$ cat src/rtl/l2_cache_control_nway_pkg.sv
// cache_mux_types: shared select and state encodings for the L2 controller
package cache_mux_types;
    typedef enum logic [1:0] {no_write, cpu_write_cache, mem_write_cache} dataarraymux_sel_t;
    typedef enum logic {cache_read_mem, cache_write_mem} pmemaddressmux_sel_t;
    typedef enum logic [2:0] {IDLE, LOOKUP, WRITEBACK, FILL_REQ, FILL_WRITE} l2_state_t;
endpackage

$ cat src/rtl/l2_cache_control_nway_if.sv
// l2_cache_control_nway_if: CPU, memory and datapath signals of the L2 controller
interface l2_cache_control_nway_if #(
    parameter int NUM_WAYS = 4,
    parameter int NUM_SETS = 8,
    localparam int WAY_W = $clog2(NUM_WAYS),
    localparam int SET_W = $clog2(NUM_SETS)
);
    import cache_mux_types::*;
    logic                mem_read;
    logic                mem_write;
    logic                mem_resp;
    logic [SET_W-1:0]    set_idx;
    logic [NUM_WAYS-1:0] hit_vec;
    logic [NUM_WAYS-1:0] valid_vec;
    logic [NUM_WAYS-1:0] dirty_vec;
    logic                pmem_read;
    logic                pmem_write;
    logic                pmem_resp;
    logic [NUM_WAYS-1:0] valid_load;
    logic [NUM_WAYS-1:0] dirty_load;
    logic [NUM_WAYS-1:0] tag_load;
    logic                valid_datain;
    logic                dirty_datain;
    dataarraymux_sel_t   data_we_sel [NUM_WAYS];
    dataarraymux_sel_t   data_din_sel [NUM_WAYS];
    logic                mbr_load;
    logic [WAY_W-1:0]    dataout_sel;
    pmemaddressmux_sel_t pmem_address_sel;
    logic                multi_hit_err;

    modport master (
        input  mem_read, mem_write, set_idx, hit_vec, valid_vec, dirty_vec, pmem_resp,
        output mem_resp, pmem_read, pmem_write, valid_load, dirty_load, tag_load,
               valid_datain, dirty_datain, data_we_sel, data_din_sel, mbr_load,
               dataout_sel, pmem_address_sel, multi_hit_err
    );

    modport slave (
        output mem_read, mem_write, set_idx, hit_vec, valid_vec, dirty_vec, pmem_resp,
        input  mem_resp, pmem_read, pmem_write, valid_load, dirty_load, tag_load,
               valid_datain, dirty_datain, data_we_sel, data_din_sel, mbr_load,
               dataout_sel, pmem_address_sel, multi_hit_err
    );
endinterface

$ cat src/rtl/l2_cache_control_nway_plru_tree.sv
// plru_tree: tree pseudo-LRU victim pick and update for one set (node i has children 2i+1, 2i+2)
module plru_tree #(
    parameter int NUM_WAYS = 4,
    localparam int WAY_W = $clog2(NUM_WAYS)
) (
    input  logic [NUM_WAYS-2:0] bits,
    input  logic [WAY_W-1:0]    access_way,
    output logic [WAY_W-1:0]    victim_way,
    output logic [NUM_WAYS-2:0] next_bits
);
    localparam logic [NUM_WAYS-2:0] NODE_ONE = (NUM_WAYS-1)'(1);
    localparam logic [WAY_W-1:0] WAY_ONE = WAY_W'(1);

    // Follow each node bit from the root; a 0 bit steers to the lower-index subtree
    always_comb begin
        logic [WAY_W-1:0] n;
        logic b;
        victim_way = '0;
        n = '0;
        b = 1'b0;
        for (int l = 0; l < WAY_W; l++) begin
            b = |(bits & (NODE_ONE << n));
            victim_way = WAY_W'(2 * int'(victim_way) + int'(b));
            n = WAY_W'(2 * int'(n) + 1 + int'(b));
        end
    end

    // Walk toward the accessed way, pointing every node on the path at the other side
    always_comb begin
        logic [WAY_W-1:0] n;
        logic a;
        next_bits = bits;
        n = '0;
        a = 1'b0;
        for (int l = 0; l < WAY_W; l++) begin
            a = |(access_way & (WAY_ONE << (WAY_W - 1 - l)));
            next_bits = a ? next_bits & ~(NODE_ONE << n) : next_bits | (NODE_ONE << n);
            n = WAY_W'(2 * int'(n) + 1 + int'(a));
        end
    end
endmodule

$ cat src/rtl/l2_cache_control_nway.sv
// l2_cache_control_nway: write-back write-allocate N-way L2 control FSM with per-set tree PLRU
module l2_cache_control_nway
    import cache_mux_types::*;
#(
    parameter int NUM_WAYS = 4,
    parameter int NUM_SETS = 8,
    localparam int WAY_W = $clog2(NUM_WAYS)
) (
    input logic clk,
    input logic rst,
    l2_cache_control_nway_if.master bus
);
    l2_state_t           state_q, state_d;
    logic [WAY_W-1:0]    victim_q, victim_d;
    logic [NUM_WAYS-2:0] plru_q [NUM_SETS];
    logic [NUM_WAYS-2:0] plru_next;
    logic [WAY_W-1:0]    hit_way, inv_way, plru_victim, access_way;
    logic                req, is_write, hit, any_invalid, plru_we;

    assign req = bus.mem_read | bus.mem_write;
    assign is_write = bus.mem_write & ~bus.mem_read;
    assign hit = |bus.hit_vec;
    assign any_invalid = ~&bus.valid_vec;
    assign access_way = (state_q == LOOKUP) ? hit_way : victim_q;
    assign bus.multi_hit_err = (state_q == LOOKUP) && ((bus.hit_vec & (bus.hit_vec - NUM_WAYS'(1))) != '0);

    plru_tree #(.NUM_WAYS(NUM_WAYS)) u_plru (
        .bits       (plru_q[bus.set_idx]),
        .access_way (access_way),
        .victim_way (plru_victim),
        .next_bits  (plru_next)
    );

    // Lowest-index hit way and lowest-index invalid way
    always_comb begin
        hit_way = '0;
        inv_way = '0;
        for (int i = NUM_WAYS - 1; i >= 0; i--) begin
            if (bus.hit_vec[i]) hit_way = WAY_W'(i);
            if (!bus.valid_vec[i]) inv_way = WAY_W'(i);
        end
    end

    // State, victim and per-set replacement registers
    always_ff @(posedge clk) begin
        if (rst) begin
            state_q <= IDLE;
            victim_q <= '0;
            for (int s = 0; s < NUM_SETS; s++) plru_q[s] <= '0;
        end else begin
            state_q <= state_d;
            victim_q <= victim_d;
            if (plru_we) plru_q[bus.set_idx] <= plru_next;
        end
    end

    // Next state and datapath/memory controls
    always_comb begin
        state_d = state_q;
        victim_d = victim_q;
        plru_we = 1'b0;
        bus.mem_resp = 1'b0;
        bus.pmem_read = 1'b0;
        bus.pmem_write = 1'b0;
        bus.valid_load = '0;
        bus.dirty_load = '0;
        bus.tag_load = '0;
        bus.valid_datain = 1'b0;
        bus.dirty_datain = 1'b0;
        for (int w = 0; w < NUM_WAYS; w++) begin
            bus.data_we_sel[w] = no_write;
            bus.data_din_sel[w] = no_write;
        end
        bus.mbr_load = 1'b0;
        bus.dataout_sel = '0;
        bus.pmem_address_sel = cache_read_mem;
        case (state_q)
            IDLE: state_d = req ? LOOKUP : IDLE;
            LOOKUP: begin
                if (!req) begin
                    state_d = IDLE;
                end else if (hit) begin
                    bus.mem_resp = 1'b1;
                    plru_we = 1'b1;
                    state_d = IDLE;
                    if (is_write) begin
                        bus.dirty_load[hit_way] = 1'b1;
                        bus.dirty_datain = 1'b1;
                        bus.data_we_sel[hit_way] = cpu_write_cache;
                        bus.data_din_sel[hit_way] = cpu_write_cache;
                    end else begin
                        bus.dataout_sel = hit_way;
                    end
                end else begin
                    victim_d = any_invalid ? inv_way : plru_victim;
                    state_d = (bus.valid_vec[victim_d] && bus.dirty_vec[victim_d]) ? WRITEBACK : FILL_REQ;
                end
            end
            WRITEBACK: begin
                bus.pmem_write = 1'b1;
                bus.pmem_address_sel = cache_write_mem;
                bus.dataout_sel = victim_q;
                if (bus.pmem_resp) begin
                    bus.valid_load[victim_q] = 1'b1;
                    state_d = FILL_REQ;
                end
            end
            FILL_REQ: begin
                bus.pmem_read = 1'b1;
                bus.mbr_load = 1'b1;
                state_d = bus.pmem_resp ? FILL_WRITE : FILL_REQ;
            end
            FILL_WRITE: begin
                bus.tag_load[victim_q] = 1'b1;
                bus.valid_load[victim_q] = 1'b1;
                bus.dirty_load[victim_q] = 1'b1;
                bus.valid_datain = 1'b1;
                bus.data_we_sel[victim_q] = mem_write_cache;
                bus.data_din_sel[victim_q] = mem_write_cache;
                plru_we = 1'b1;
                state_d = LOOKUP;
            end
            default: state_d = IDLE;
        endcase
    end
endmodule

$ cat src/flat_wrapper.sv
// flat-port wrapper written by rule: the top's interface ports become plain ports
module l2_cache_control_nway_flat import cache_mux_types::*;
#(
    parameter int NUM_WAYS = 4,
    parameter int NUM_SETS = 8,
    localparam int WAY_W = $clog2(NUM_WAYS)
)
  (clk, rst, bus_mem_read, bus_mem_write, bus_set_idx, bus_hit_vec, bus_valid_vec, bus_dirty_vec, bus_pmem_resp, bus_mem_resp, bus_pmem_read, bus_pmem_write, bus_valid_load, bus_dirty_load, bus_tag_load, bus_valid_datain, bus_dirty_datain, bus_data_we_sel, bus_data_din_sel, bus_mbr_load, bus_dataout_sel, bus_pmem_address_sel, bus_multi_hit_err);
  l2_cache_control_nway_if #(.NUM_WAYS(NUM_WAYS), .NUM_SETS(NUM_SETS)) bus_i ();
  input logic clk;
  input logic rst;
  input wire logic [$bits(bus_i.mem_read)-1:0] bus_mem_read;
  input wire logic [$bits(bus_i.mem_write)-1:0] bus_mem_write;
  input wire logic [$bits(bus_i.set_idx)-1:0] bus_set_idx;
  input wire logic [$bits(bus_i.hit_vec)-1:0] bus_hit_vec;
  input wire logic [$bits(bus_i.valid_vec)-1:0] bus_valid_vec;
  input wire logic [$bits(bus_i.dirty_vec)-1:0] bus_dirty_vec;
  input wire logic [$bits(bus_i.pmem_resp)-1:0] bus_pmem_resp;
  output wire logic [$bits(bus_i.mem_resp)-1:0] bus_mem_resp;
  output wire logic [$bits(bus_i.pmem_read)-1:0] bus_pmem_read;
  output wire logic [$bits(bus_i.pmem_write)-1:0] bus_pmem_write;
  output wire logic [$bits(bus_i.valid_load)-1:0] bus_valid_load;
  output wire logic [$bits(bus_i.dirty_load)-1:0] bus_dirty_load;
  output wire logic [$bits(bus_i.tag_load)-1:0] bus_tag_load;
  output wire logic [$bits(bus_i.valid_datain)-1:0] bus_valid_datain;
  output wire logic [$bits(bus_i.dirty_datain)-1:0] bus_dirty_datain;
  output wire logic [$bits(bus_i.data_we_sel)-1:0] bus_data_we_sel;
  output wire logic [$bits(bus_i.data_din_sel)-1:0] bus_data_din_sel;
  output wire logic [$bits(bus_i.mbr_load)-1:0] bus_mbr_load;
  output wire logic [$bits(bus_i.dataout_sel)-1:0] bus_dataout_sel;
  output wire logic [$bits(bus_i.pmem_address_sel)-1:0] bus_pmem_address_sel;
  output wire logic [$bits(bus_i.multi_hit_err)-1:0] bus_multi_hit_err;
  assign bus_i.mem_read = bus_mem_read;
  assign bus_i.mem_write = bus_mem_write;
  assign bus_i.set_idx = bus_set_idx;
  assign bus_i.hit_vec = bus_hit_vec;
  assign bus_i.valid_vec = bus_valid_vec;
  assign bus_i.dirty_vec = bus_dirty_vec;
  assign bus_i.pmem_resp = bus_pmem_resp;
  assign bus_mem_resp = bus_i.mem_resp;
  assign bus_pmem_read = bus_i.pmem_read;
  assign bus_pmem_write = bus_i.pmem_write;
  assign bus_valid_load = bus_i.valid_load;
  assign bus_dirty_load = bus_i.dirty_load;
  assign bus_tag_load = bus_i.tag_load;
  assign bus_valid_datain = bus_i.valid_datain;
  assign bus_dirty_datain = bus_i.dirty_datain;
  assign bus_data_we_sel = {>>{bus_i.data_we_sel}};
  assign bus_data_din_sel = {>>{bus_i.data_din_sel}};
  assign bus_mbr_load = bus_i.mbr_load;
  assign bus_dataout_sel = bus_i.dataout_sel;
  assign bus_pmem_address_sel = bus_i.pmem_address_sel;
  assign bus_multi_hit_err = bus_i.multi_hit_err;
  l2_cache_control_nway #(.NUM_WAYS(NUM_WAYS), .NUM_SETS(NUM_SETS)) u_core (.clk(clk), .rst(rst), .bus(bus_i));
endmodule
$ cat config.mk
export PLATFORM = sky130hd
export DESIGN_NAME = l2_cache_control_nway_flat
export DESIGN_NICKNAME = d
export VERILOG_FILES = /design/src/rtl/l2_cache_control_nway_pkg.sv /design/src/rtl/l2_cache_control_nway_if.sv /design/src/rtl/l2_cache_control_nway_plru_tree.sv /design/src/rtl/l2_cache_control_nway.sv /design/src/flat_wrapper.sv
export SDC_FILE = /design/constraint.sdc
export NUM_CORES = 1
export LEC_CHECK = 0
export CAP_MARGIN = 20
export CELL_PAD_IN_SITES_DETAIL_PLACEMENT = 2
export CELL_PAD_IN_SITES_GLOBAL_PLACEMENT = 2
export CORE_MARGIN = 3
export CORE_UTILIZATION = 28
export CTS_CLUSTER_SIZE = 24
export DETAILED_ROUTE_END_ITERATION = 8
export PLACE_DENSITY_LB_ADDON = 0.1
export SKIP_LAST_GASP = 1
export SYNTH_ARGS = -nofsm -noshare
export SYNTH_HDL_FRONTEND = slang
export SYNTH_SLANG_ARGS = --single-unit
$ cat constraint.sdc
create_clock -name clk -period 2.85 [get_ports clk]
set_input_delay 0.7125 -clock clk [delete_from_list [all_inputs] [get_ports clk]]
set_output_delay 0.7125 -clock clk [all_outputs]
set_load 0.02 [all_outputs]
After elaboration in Yosys (flattened, before gate mapping)
Memory sizes are Yosys's and may differ from the RTL's.
Cells that the tools add are included.
{ "totals": {"register_bits": 5, "inputBits": 20, "n_memories": 1, "word_cells": 112, "ramBits": 24, "output_inout_bits": 38} }
{ "classes": {"magnitude_cmp": 9, "bitwise": 11, "mux": 65, "shifts": 2, "eq_ne": 5, "addsub": 4, "n_reduce_logical": 13} }
{ "mem_list": {"columns": ["memory", "depth", "word_bits", "read_ports", "rd_clocked_by_memory_dff", "write_ports", "line", "text"], "rows": [
  ["u_core.plru_q", 8, 3, 1, 0, 8, "l2_cache_control_nway.sv:15", "logic [NUM_WAYS-2:0] plru_q [NUM_SETS];"]
]} }
{ "op_table": {"columns": ["cell", "n"], "rows": [
  ["$mux W2", 15],
  ["$mux W1", 23],
  ["$mux W3", 7],
  ["$mux W4", 5],
  ["$mux W8", 2],
  ["$pmux W4 S2", 2],
  ["$pmux W8 S2", 1],
  ["$pmux W3 S5", 1],
  ["$lt A2 B3 Y1 const B", 3],
  ["$demux W2 S2", 2],
  ["$mux W7", 1],
  ["$and A3 B3 Y3", 2],
  ["$eq A3 B2 Y1 const B", 2],
  ["$ge A3 B3 Y1 const B", 2],
  ["$logic_and A1 B1 Y1", 6],
  ["$lt A3 B1 Y1 const B", 2],
  ["$not A2 Y3", 2],
  ["$reduce_or A3 Y1", 2],
  ["$shl A1 B2 Y3 const A", 2],
  ["$add A1 B1 Y2 const A", 2],
  ["$and A4 B4 Y4", 1],
  ["$bmux W1 S2", 2],
  ["$demux W1 S2", 2],
  ["$ge A2 B1 Y1 const B", 2],
  ["17 further kinds", 18]
]} }

Depth between registers and ports, before layout
An unclocked memory read counts as a cell.
{ "depth": {"depth_word": 14, "ltp_mapped": 6, "ltp_nobuf": 5} }

Modules after synthesis
A second synthesis with hierarchy kept.
{ "hier_totals": {"cells_unflattened": 216, "hier_area_um2": 1993.2} }
{ "modules_own_cells": {"columns": ["module", "seq_area_each_um2", "area_per_inst_um2", "cells_per_inst", "instances"], "rows": [
  ["l2_cache_control_nway", 820.8, 1946.9, 209, 1],
  ["plru_tree", 0.0, 46.3, 7, 1]
]} }

Least setup slack after synthesis
No wires, ideal clock.
{ "synth_path": {"path_type": "input to output", "startpoint": "input bus_mem_read", "endpoint": "output bus_dirty_load[2]", "required_ns": 2.138, "t_arrival_ns": 2.123, "cell_stages": 3, "setup_slack_ns": 0.014, "path_buffers": 0, "cell_sequence": "nand3b_1 nor4b_1 or2_2"} }
{ "synth_between": {"elab_chain_cells": 6, "elab_cells_between_ends": 7, "cone_classes": "4 x mux; 3 x bitwise"} }
{ "synth_rtl": {"columns": ["item", "line", "text"], "rows": [
  ["from (decl)", "flat_wrapper.sv:12", "input wire logic [$bits(bus_i.mem_read)-1:0] bus_mem_read;"],
  ["$not A1 Y1", "l2_cache_control_nway.sv:21", "assign is_write = bus.mem_write & ~bus.mem_read;"],
  ["$and A1 B1 Y1", "l2_cache_control_nway.sv:21", null],
  ["$mux W4", "l2_cache_control_nway.sv:86", "if (is_write) begin"],
  ["$mux W4", "l2_cache_control_nway.sv:82", "end else if (hit) begin"],
  ["$mux W4 (*)", "l2_cache_control_nway.sv:80", "if (!req) begin"],
  ["$pmux W4 S2 (*)", "l2_cache_control_nway.sv:77", "case (state_q)"],
  ["to (decl)", "flat_wrapper.sv:23", "output wire logic [$bits(bus_i.dirty_load)-1:0] bus_dirty_load;"]
]} }
Mark *: on every way between the ends. The rest lies on a longest branch, timed or not.

Worst setup path after layout
{ "layout_path": {"startpoint": "input bus_hit_vec[1]", "endpoint": "output bus_dataout_sel[1]"} }
{ "layout_between": {"elab_chain_cells": 6, "elab_cells_between_ends": 7, "cone_classes": "6 x mux; 1 x reduce/logical"} }
{ "layout_rtl": {"columns": ["item", "line", "text"], "rows": [
  ["from (decl)", "flat_wrapper.sv:15", "input wire logic [$bits(bus_i.hit_vec)-1:0] bus_hit_vec;"],
  ["$mux W2 (2 in series)", "l2_cache_control_nway.sv:39", "if (bus.hit_vec[i]) hit_way = WAY_W'(i);"],
  ["$mux W2", "l2_cache_control_nway.sv:86", null],
  ["$mux W2 (*)", "l2_cache_control_nway.sv:82", null],
  ["$mux W2 (*)", "l2_cache_control_nway.sv:80", null],
  ["$pmux W2 S2 (*)", "l2_cache_control_nway.sv:77", null],
  ["to (decl)", "flat_wrapper.sv:30", "output wire logic [$bits(bus_i.dataout_sel)-1:0] bus_dataout_sel;"]
]} }
Marks and branches as above.

==> flow_metrics.py <==
metrics = {
    "global_routing": {
        "grt_pass1_wl_um": 10400,
        "track_usage_pct": 17.3,
        "antenna_found_initial": 0,
        "grt_max_degree": 12,
        "grt_pass1_vias": 1930,
        "grt_remaining_overflow": 0,
    },
    "job": {
        "drv_cap": 0,
    },
    "timing": {
        "period_minus_slack_ps": 2760,
        "slew_headroom_pct": 74.5,
        "setup_viol": 0,
        "timing.fmax_ghz": 0.363,
        "worst_slew_pin_slew_ps": 382,
        "finalMaxSlewViolations": 0,
        "post-route-period-util_pct": 96.7,
        "grt_setup_unrepaired": "false",
        "worst_slack_ps": 93.7,
        "fin_skew_ps": 8.50,
        "fin_hold_ws_ps": 591,
        "hold_viol_final": 0,
    },
    "outcome": {
        "status": "completed",
    },
    "floorplanning": {
        "fp-row-count": 29,
        "ioPinCount": 58,
        "die-area_um2": 7940,
        "die_h_um": 89.1,
        "core-area_um2": 6530,
        "die_x_um": 89.1,
        "start_util_pct": 29.6,
    },
    "placement": {
        "dpl_cell_area_um2": 2780,
        "dpl.cell_count": 350,
        "dp_hpwl_um": 5010,
        "pre_cts_ws_ps": -476,
        "io_buffers": 57,
        "place.gp.congestion": 0.765,
    },
    "detailed_routing": {
        "wl_per_cell_um": 17.7,
        "drt-vias-per-instance": 5.04,
        "wl_um": 6360,
        "postRouteAntennaNets": 0,
        "met3_length_um": 263,
        "top_layer_used": "met4",
        "detailedRoute.firstPassIterationCount": 4,
        "vias": 1813,
        "dr_wl_met2_um": 3390,
        "drt_iter0_drc": 35,
        "wl_met1_um": 2650,
        "drc": 0,
    },
    "yosys": {
        "synth_ff_type": "edfxtp_1",
        "synth.net_count": 217,
        "synthesis.area_um2": 1930,
        "yosysWarnings": 0,
        "ys_ff_latch": 29,
        "async_reset_ff_share_pct": 0,
        "synth_cell_types": 38,
        "netlist_instances": 197,
        "ys_seq_area_share_pct": 42.4,
        "synth-edff-count": 24,
        "avgSynthCellArea_um2": 9.82,
    },
    "final_layout": {
        "fin_area_um2": 2960,
        "fin_cells": 360,
        "syn_to_final_growth_pct": 53.0,
        "diodes": 0,
        "fillers": 696,
        "drive_above_1_share_pct": 32.9,
        "nNetsFinal": 302,
    },
    "clock_network": {
        "clkTransAtPathRegs_ps": 70,
        "cts-buffers-inserted": 5,
        "cts_htree_levels": 2,
        "numClockSinks": 29,
        "clock_path_buffers": 2,
        "cts_hold_buf": 0,
        "root_buffer": "clkbuf_8",
        "cts_tree": "built",
        "clock_latency_ps": 280,
    },
    "power": {
        "power_mw": 1.15,
        "leakage_nw": 1.22,
        "powerDensity_nw_per_um2": 390,
        "irDropWorstVdd_uv": 214,
    },
    "setup_path": {
        "critical_path_arrival_ps": 2040,
        "critPathMaxFanout": 5,
        "end_kind": "primary output",
        "setup.worst_path.start_class": "primary input",
        "worstPathRequired_ps": 2140,
        "path_class": "primary input to primary output",
    },
    "worst_hold_path": {
        "hold_class": "flip-flop to flip-flop",
    },
}
## worst max-delay path: stages
cell             delay (ps)
dlygate4sd2_1           350
buf_4                   200
nor3_1                  240
a32o_1                  220
clkdlybuf4s15_1         330
## routing by layer
layer  up-vias  GRT usage, %
li1        871             -
met3         5          3.41
met4         0          3.65
met5         -             0
met1       891          21.1
met2        46          31.3
## sequential cells by signal, indices dropped and copies added, names as in the netlist
register         flops
u_core.plru_q       24
u_core.state_q       3
u_core.victim_q      2
## path summary, 6_finish.rpt
kind / end / cells past startpoint / from / slack, ps
setup / recovery: bus_dataout_sel[1] / 5 / bus_hit_vec[1] / 90
setup reg to reg: u_core.plru_q[6][2] / 8 / u_core.state_q[2] / 560
hold reg to reg: u_core.victim_q[1] / 2 / u_core.victim_q[1] / 590
hold / removal: u_core.victim_q[1] / 2 / u_core.victim_q[1] / 590
## cells in the final DEF (no fill, tap or decap), drive strengths merged, types with 4 or more instances in the layout
| cell type | n |
|---|---|
| dfxtp | 5 |
| or2 | 4 |
| clkdlybuf4s50 | 33 |
| buf | 46 |
| mux4 | 6 |
| inv | 6 |
| nor2 | 42 |
| clkdlybuf4s15 | 8 |
| and2 | 4 |
| clkbuf | 7 |
| mux2i | 9 |
| nand2 | 13 |
| dlygate4sd2 | 6 |
| nor3 | 5 |
| nand2b | 12 |
| edfxtp | 24 |
| mux2 | 7 |
| a21oi | 7 |
## cell usage after synthesis, drive strengths merged, types with 4 or more instances
cell type / instances / area [um2]
nor3: 5 / 25.0
buf: 14 / 97.6
mux2i: 9 / 90.1
mux4: 6 / 135
nand2: 13 / 48.8
edfxtp: 24 / 721
or2: 4 / 25.0
and2: 4 / 26.3
nand2b: 12 / 75.1
nor2: 42 / 158
mux2: 7 / 78.8
a21oi: 7 / 35.0
inv: 6 / 22.5
dfxtp: 5 / 100
clkbuf: 5 / 18.8
## where the power goes
group | switching, mW | internal (mW) | leakage (nW)
Combinational | 0.127 | 0.127 | 0.876
Sequential | 0.00824 | 0.476 | 0.289
Clock | 0.158 | 0.258 | 0.0528
## area by class of cell
type | count | area, um2 | share of cell area, %
clock buffer | 6 | 72.6 | 2.45
clock inverter | 2 | 33.8 | 1.14
inverter | 6 | 22.5 | 0.761
multi-input combinational | 143 | 1040 | 35.1
sequential | 29 | 822 | 27.8
tap | 77 | 96.3 | 3.26
timing repair buffer | 97 | 872 | 29.5
## per-stage QoR
step           utilization, %  TNS [ps]
2_1_floorplan               -         0
3_3_place_gp             42.6     -5870
3_5_place_dp             42.6     -6400
4_1_cts                  45.0         0
5_1_grt                  45.3         0
6_report                 45.3         0
## logic make-up (layout without fill, tap and decap cells)
group	Yosys count	after routing	share of synthesized area, %
DFF	29	29	42.4
buffers and inverters	25	111	7.18
and+or+nand+nor	99	99	25.9
muxes	22	22	15.7
AOI/OAI and AO/OA	22	22	8.73
## what timing repair did
item                                    4_1_cts  5_1_grt
gates cloned                                  0        0
resized for setup                            68        8
endpoints found under the setup margin       22       18
pin swaps                                     1        2
setup buffers                                 3        0
Note: power is estimated with default switching activity, not from simulation.
==> edit 1: new RTL, config.mk and constraints unchanged <==
Re-encode `l2_state_t` (5 states) as one-hot, 5 bits wide.
--- a/src/rtl/l2_cache_control_nway_pkg.sv
+++ b/src/rtl/l2_cache_control_nway_pkg.sv
@@ -2,6 +2,6 @@
 package cache_mux_types;
     typedef enum logic [1:0] {no_write, cpu_write_cache, mem_write_cache} dataarraymux_sel_t;
     typedef enum logic {cache_read_mem, cache_write_mem} pmemaddressmux_sel_t;
-    typedef enum logic [2:0] {IDLE, LOOKUP, WRITEBACK, FILL_REQ, FILL_WRITE} l2_state_t;
+    typedef enum logic [4:0] {IDLE = 5'b00001, LOOKUP = 5'b00010, WRITEBACK = 5'b00100, FILL_REQ = 5'b01000, FILL_WRITE = 5'b10000} l2_state_t;
 endpackage
 
Behaviour: same outputs for any inputs over 10 cycles, from zero or initial values and one cycle with rst high; not proved beyond that.
==> edit 1 against the original RTL <==
Cell area grew 2.8%; clock power grew 3%; critical path depth is the same; via count grew 3.8%; area after synthesis grew 3.5%; total power shrank 0.73%; worst hold slack lost 0.012 ns; highest routed layer unchanged; routed wire length grew 4.8%; worst setup slack lost 0.032 ns; final cell count grew 12%; sequential power grew 5.4%; sequential cell count grew 2.
==> edit 1: results (changes against the original RTL) <==
stage,metric,value,unit,change
layout,final_nets,325,,+7.6%
hold_path,min_path_type,register to register,,
grt,grt_usage,16.7,%,-0.56 points
detailed_routing,routed_wl,6.66,mm,+4.8%
layout,reg.largest.list,"u_core.plru_q (24), u_core.state_q (5), u_core.victim_q (2)",,
hold_path,min-delay-start,u_core.victim_q[0],,
timing,period_share,97.8,%,+1.1 points
power_and_ir_drop,maxPowerGroup,registers,,
clocking,htree_levels,2,,unchanged
place,place_area,2900,um^2,+4.3%
grt,use_met2,30.5,%,-0.77 points
grt,met1_usage,20.0,%,-1.2 points
layout,nFillCells,750,,+7.8%
layout,drive_gt1_share,29.4,%,-3.5 points
power_and_ir_drop,p_sw,0.280,mW,-4.4%
place,port_buffers,57,,unchanged
place,pre_cts_ws,-0.438,ns,+0.0382 ns
synthesis,post_synth_main_area_contributors,"edfxtp_1, nor2_1, dfxtp_1",,
power_and_ir_drop,netSwitchingFraction,24.5,%,-0.94 points
place,dp_hpwl,5.26,mm,+5.0%
grt,met3_usage,3.17,%,-0.24 points
power_and_ir_drop,p_leak,1.46,nW,+19%
synthesis,ys_seq_area_share,43.0,%,+0.57 points
detailed_routing,vias_per_cell,4.68,,-7.0%
timing,holdWs,0.579,ns,-0.0124 ns
detailed_routing,dr_wl_met2,3.52,mm,+3.7%
die,die-area,8200,um^2,+3.3%
outcome,status,completed,,
grt,grt_pass1_wl,10.7,mm,+3.3%
detailed_routing,drt_iter0_drc,53,,+51%
synthesis,synthDistinctLibCells,43,,+13%
detailed_routing,wl_met1,2.87,mm,+8.3%
detailed_routing,wl_met3,209,um,-21%
clocking,cts.clk_slew.worst_paths,0.07,ns,about the same
power_and_ir_drop,combPwrFrac,18.1,%,-3.9 points
worst_setup_path,critPathLaunch,bus_hit_vec[3],,
synthesis,syn_area_per_cell,9.40,um^2,-4.3%
grt,grt_max_degree,18,,+6
worst_setup_path,reg2reg_setup_slack,0.61,ns,+0.05 ns
synthesis,syn_nets,233,,+7.4%
worst_setup_path,cpLargestDelayFamily,simple AND/OR/NAND/NOR gates,,
worst_setup_path,cpPeakStageDelay,0.55,ns,+0.20 ns
power_and_ir_drop,ir_drop,295,uV,+38%
timing,worstMarginPinSlew,0.329,ns,-0.0530 ns
synthesis,synth_common_cells,"nor2_1, edfxtp_1, nand2_1",,
detailed_routing,wl_per_cell,16.6,um,-6.1%
power_and_ir_drop,clkPwrFrac,37.3,%,+1.3 points
timing,skew,0.00704,ns,-0.00146 ns
grt,grt_pass1_vias,2010,,+4.1%
worst_setup_path,worst_path_max_delay_cell,or4_4,,
place,gp_congestion,0.740,,-3.3%
## edit 1: layout make-up
cell class              instances  area, um^2  area share [%]
repair buffers                105         900            29.6
multi-input cells             155        1030            33.8
flip-flops and latches         31         861            28.3
well taps                      96         120            3.95
inverters                       7        26.3           0.864
clock inverters                 3        38.8            1.28
clock buffers                   5        68.8            2.26
## edit 1: repair_timing
| item | in CTS | in global routing |
|---|---|---|
| hold buffers | 0 | 0 |
| pin swaps | 3 | 1 |
| resized for setup | 52 | 27 |
| setup buffers | 3 | 1 |
| endpoints found under the setup margin | 30 | 19 |
## edit 1: cell families after synthesis
| group | share of synthesized area (%) |
|---|---|
| compound gates | 8.19 |
| simple gates | 27.0 |
| flops | 43.0 |
| xor+xnor | 0.438 |
| buf+inv | 8.63 |
| mux | 12.7 |
## edit 1: path summary, 6_finish.rpt
check,end,cells past startpoint
setup reg to reg,u_core.plru_q[6][0],8
hold / removal,u_core.victim_q[0],2
setup / recovery,bus_mem_resp,5
hold reg to reg,u_core.victim_q[0],2
==> edit 2: new RTL, config.mk and constraints unchanged <==
Made on the original files. `NUM_WAYS` is set to 4 in 4 places; all go to 2.
--- a/src/rtl/l2_cache_control_nway_if.sv
+++ b/src/rtl/l2_cache_control_nway_if.sv
@@ -1,6 +1,6 @@
 // l2_cache_control_nway_if: CPU, memory and datapath signals of the L2 controller
 interface l2_cache_control_nway_if #(
-    parameter int NUM_WAYS = 4,
+    parameter int NUM_WAYS = 2,
     parameter int NUM_SETS = 8,
     localparam int WAY_W = $clog2(NUM_WAYS),
     localparam int SET_W = $clog2(NUM_SETS)
--- a/src/rtl/l2_cache_control_nway_plru_tree.sv
+++ b/src/rtl/l2_cache_control_nway_plru_tree.sv
@@ -1,6 +1,6 @@
 // plru_tree: tree pseudo-LRU victim pick and update for one set (node i has children 2i+1, 2i+2)
 module plru_tree #(
-    parameter int NUM_WAYS = 4,
+    parameter int NUM_WAYS = 2,
     localparam int WAY_W = $clog2(NUM_WAYS)
 ) (
     input  logic [NUM_WAYS-2:0] bits,
--- a/src/rtl/l2_cache_control_nway.sv
+++ b/src/rtl/l2_cache_control_nway.sv
@@ -2,7 +2,7 @@
 module l2_cache_control_nway
     import cache_mux_types::*;
 #(
-    parameter int NUM_WAYS = 4,
+    parameter int NUM_WAYS = 2,
     parameter int NUM_SETS = 8,
     localparam int WAY_W = $clog2(NUM_WAYS)
 ) (
--- a/src/flat_wrapper.sv
+++ b/src/flat_wrapper.sv
@@ -1,7 +1,7 @@
 // flat-port wrapper written by rule: the top's interface ports become plain ports
 module l2_cache_control_nway_flat import cache_mux_types::*;
 #(
-    parameter int NUM_WAYS = 4,
+    parameter int NUM_WAYS = 2,
     parameter int NUM_SETS = 8,
     localparam int WAY_W = $clog2(NUM_WAYS)
 )
Interface: changed (9 resized); port bits go from 58 to 37. The function was not compared with the original's and may differ.
==> edit 2 against the original RTL <==
Routed wire length decreased by 55%; total power decreased by 58%; sequential cell count decreased by 17; global-route usage decreased by 2.8 points; area after synthesis decreased by 48%; die area decreased by 46%; synthesized cell count decreased by 47%; worst setup slack got worse by 0.066 ns; register-to-register slack improved by 0.39 ns; utilization decreased by 3.2 points; cell area decreased by 52%; critical path type unchanged.
==> edit 2: results (changes against the original RTL) <==
stage,metric,value,unit,change
synthesis,synth_edf_count,8,,-67%
worst_setup_path,crit_arrival,2.11,ns,+0.07 ns
worst_setup_path,r2r_start,u_core.state_q[1],,
clocking,cts_made_buffers,3,,-2
place,port_buffers,36,,-37%
power_and_ir_drop,pg_comb,0.143,mW,-44%
place,pre_cts_ws,-0.302,ns,+0.174 ns
timing,worstMarginPinSlew,0.503,ns,+0.121 ns
detailed_routing,wl_met3,150,um,-43%
synthesis,syn_area_per_cell,9.50,um^2,-3.3%
detailed_routing,vias_per_cell,4.82,,-4.3%
synthesis,ys_seq_area_share,32.1,%,-10 points
power_and_ir_drop,p_sw,0.141,mW,-52%
outcome,status,completed,,
synthesis,synth_common_cells,"nor2_1, edfxtp_1, buf_4, nand2_1, and2_1",,
power_and_ir_drop,p_leak,0.616,nW,-49%
worst_setup_path,worst_path_max_delay_cell,clkdlybuf4s50_1,,
grt,grt_pass1_vias,955,,-51%
place,dp_hpwl,2.35,mm,-53%
clocking,cts_resized,9,,-87%
power_and_ir_drop,ir_drop,194,uV,-9.4%
hold_path,min-delay-start,u_core.state_q[2],,
power_and_ir_drop,power.share.sequential,40.9,%,-1.1 points
grt,use_met2,22.9,%,-8.4 points
synthesis,post_synth_main_area_contributors,"edfxtp_1, dfxtp_1, buf_4",,
layout,final_nets,161,,-47%
worst_setup_path,cpPeakStageDelay,0.61,ns,+0.26 ns
[edit 2: worst paths after layout]
kind / endpoint / slack (ns) / depth (start not counted)
worst min-delay path: u_core.state_q[1] / 0.60 / 2
worst max-delay path: bus_multi_hit_err / 0.03 / 4
worst max register to register: u_core.plru_q[7] / 0.95 / 7
worst min register to register: u_core.state_q[1] / 0.60 / 2
[edit 2: tightest hold or removal path, cell delays in order (launching register included)]
cell and delay (ns):
dfxtp_1 0.35, buf_4 0.15, nor3_1 0.06
[edit 2: area by class of cell]
cell class / count / area [um^2] / share of cell area (%)
inverter: 4 / 15.0 / 1.05
sequential: 12 / 320 / 22.5
timing repair buffer: 48 / 438 / 30.7
clock buffer: 4 / 36.3 / 2.54
tap: 46 / 57.6 / 4.04
multi-input combinational: 78 / 559 / 39.2
[edit 2: kinds of logic after synthesis]
family,after synthesis,synth area share [%]
AO/OA/AOI/OAI,20,17.7
buffers and inverters,15,12.7
flip-flops,12,32.1
multiplexers,4,6.52
AND/OR/NAND/NOR,54,31.0
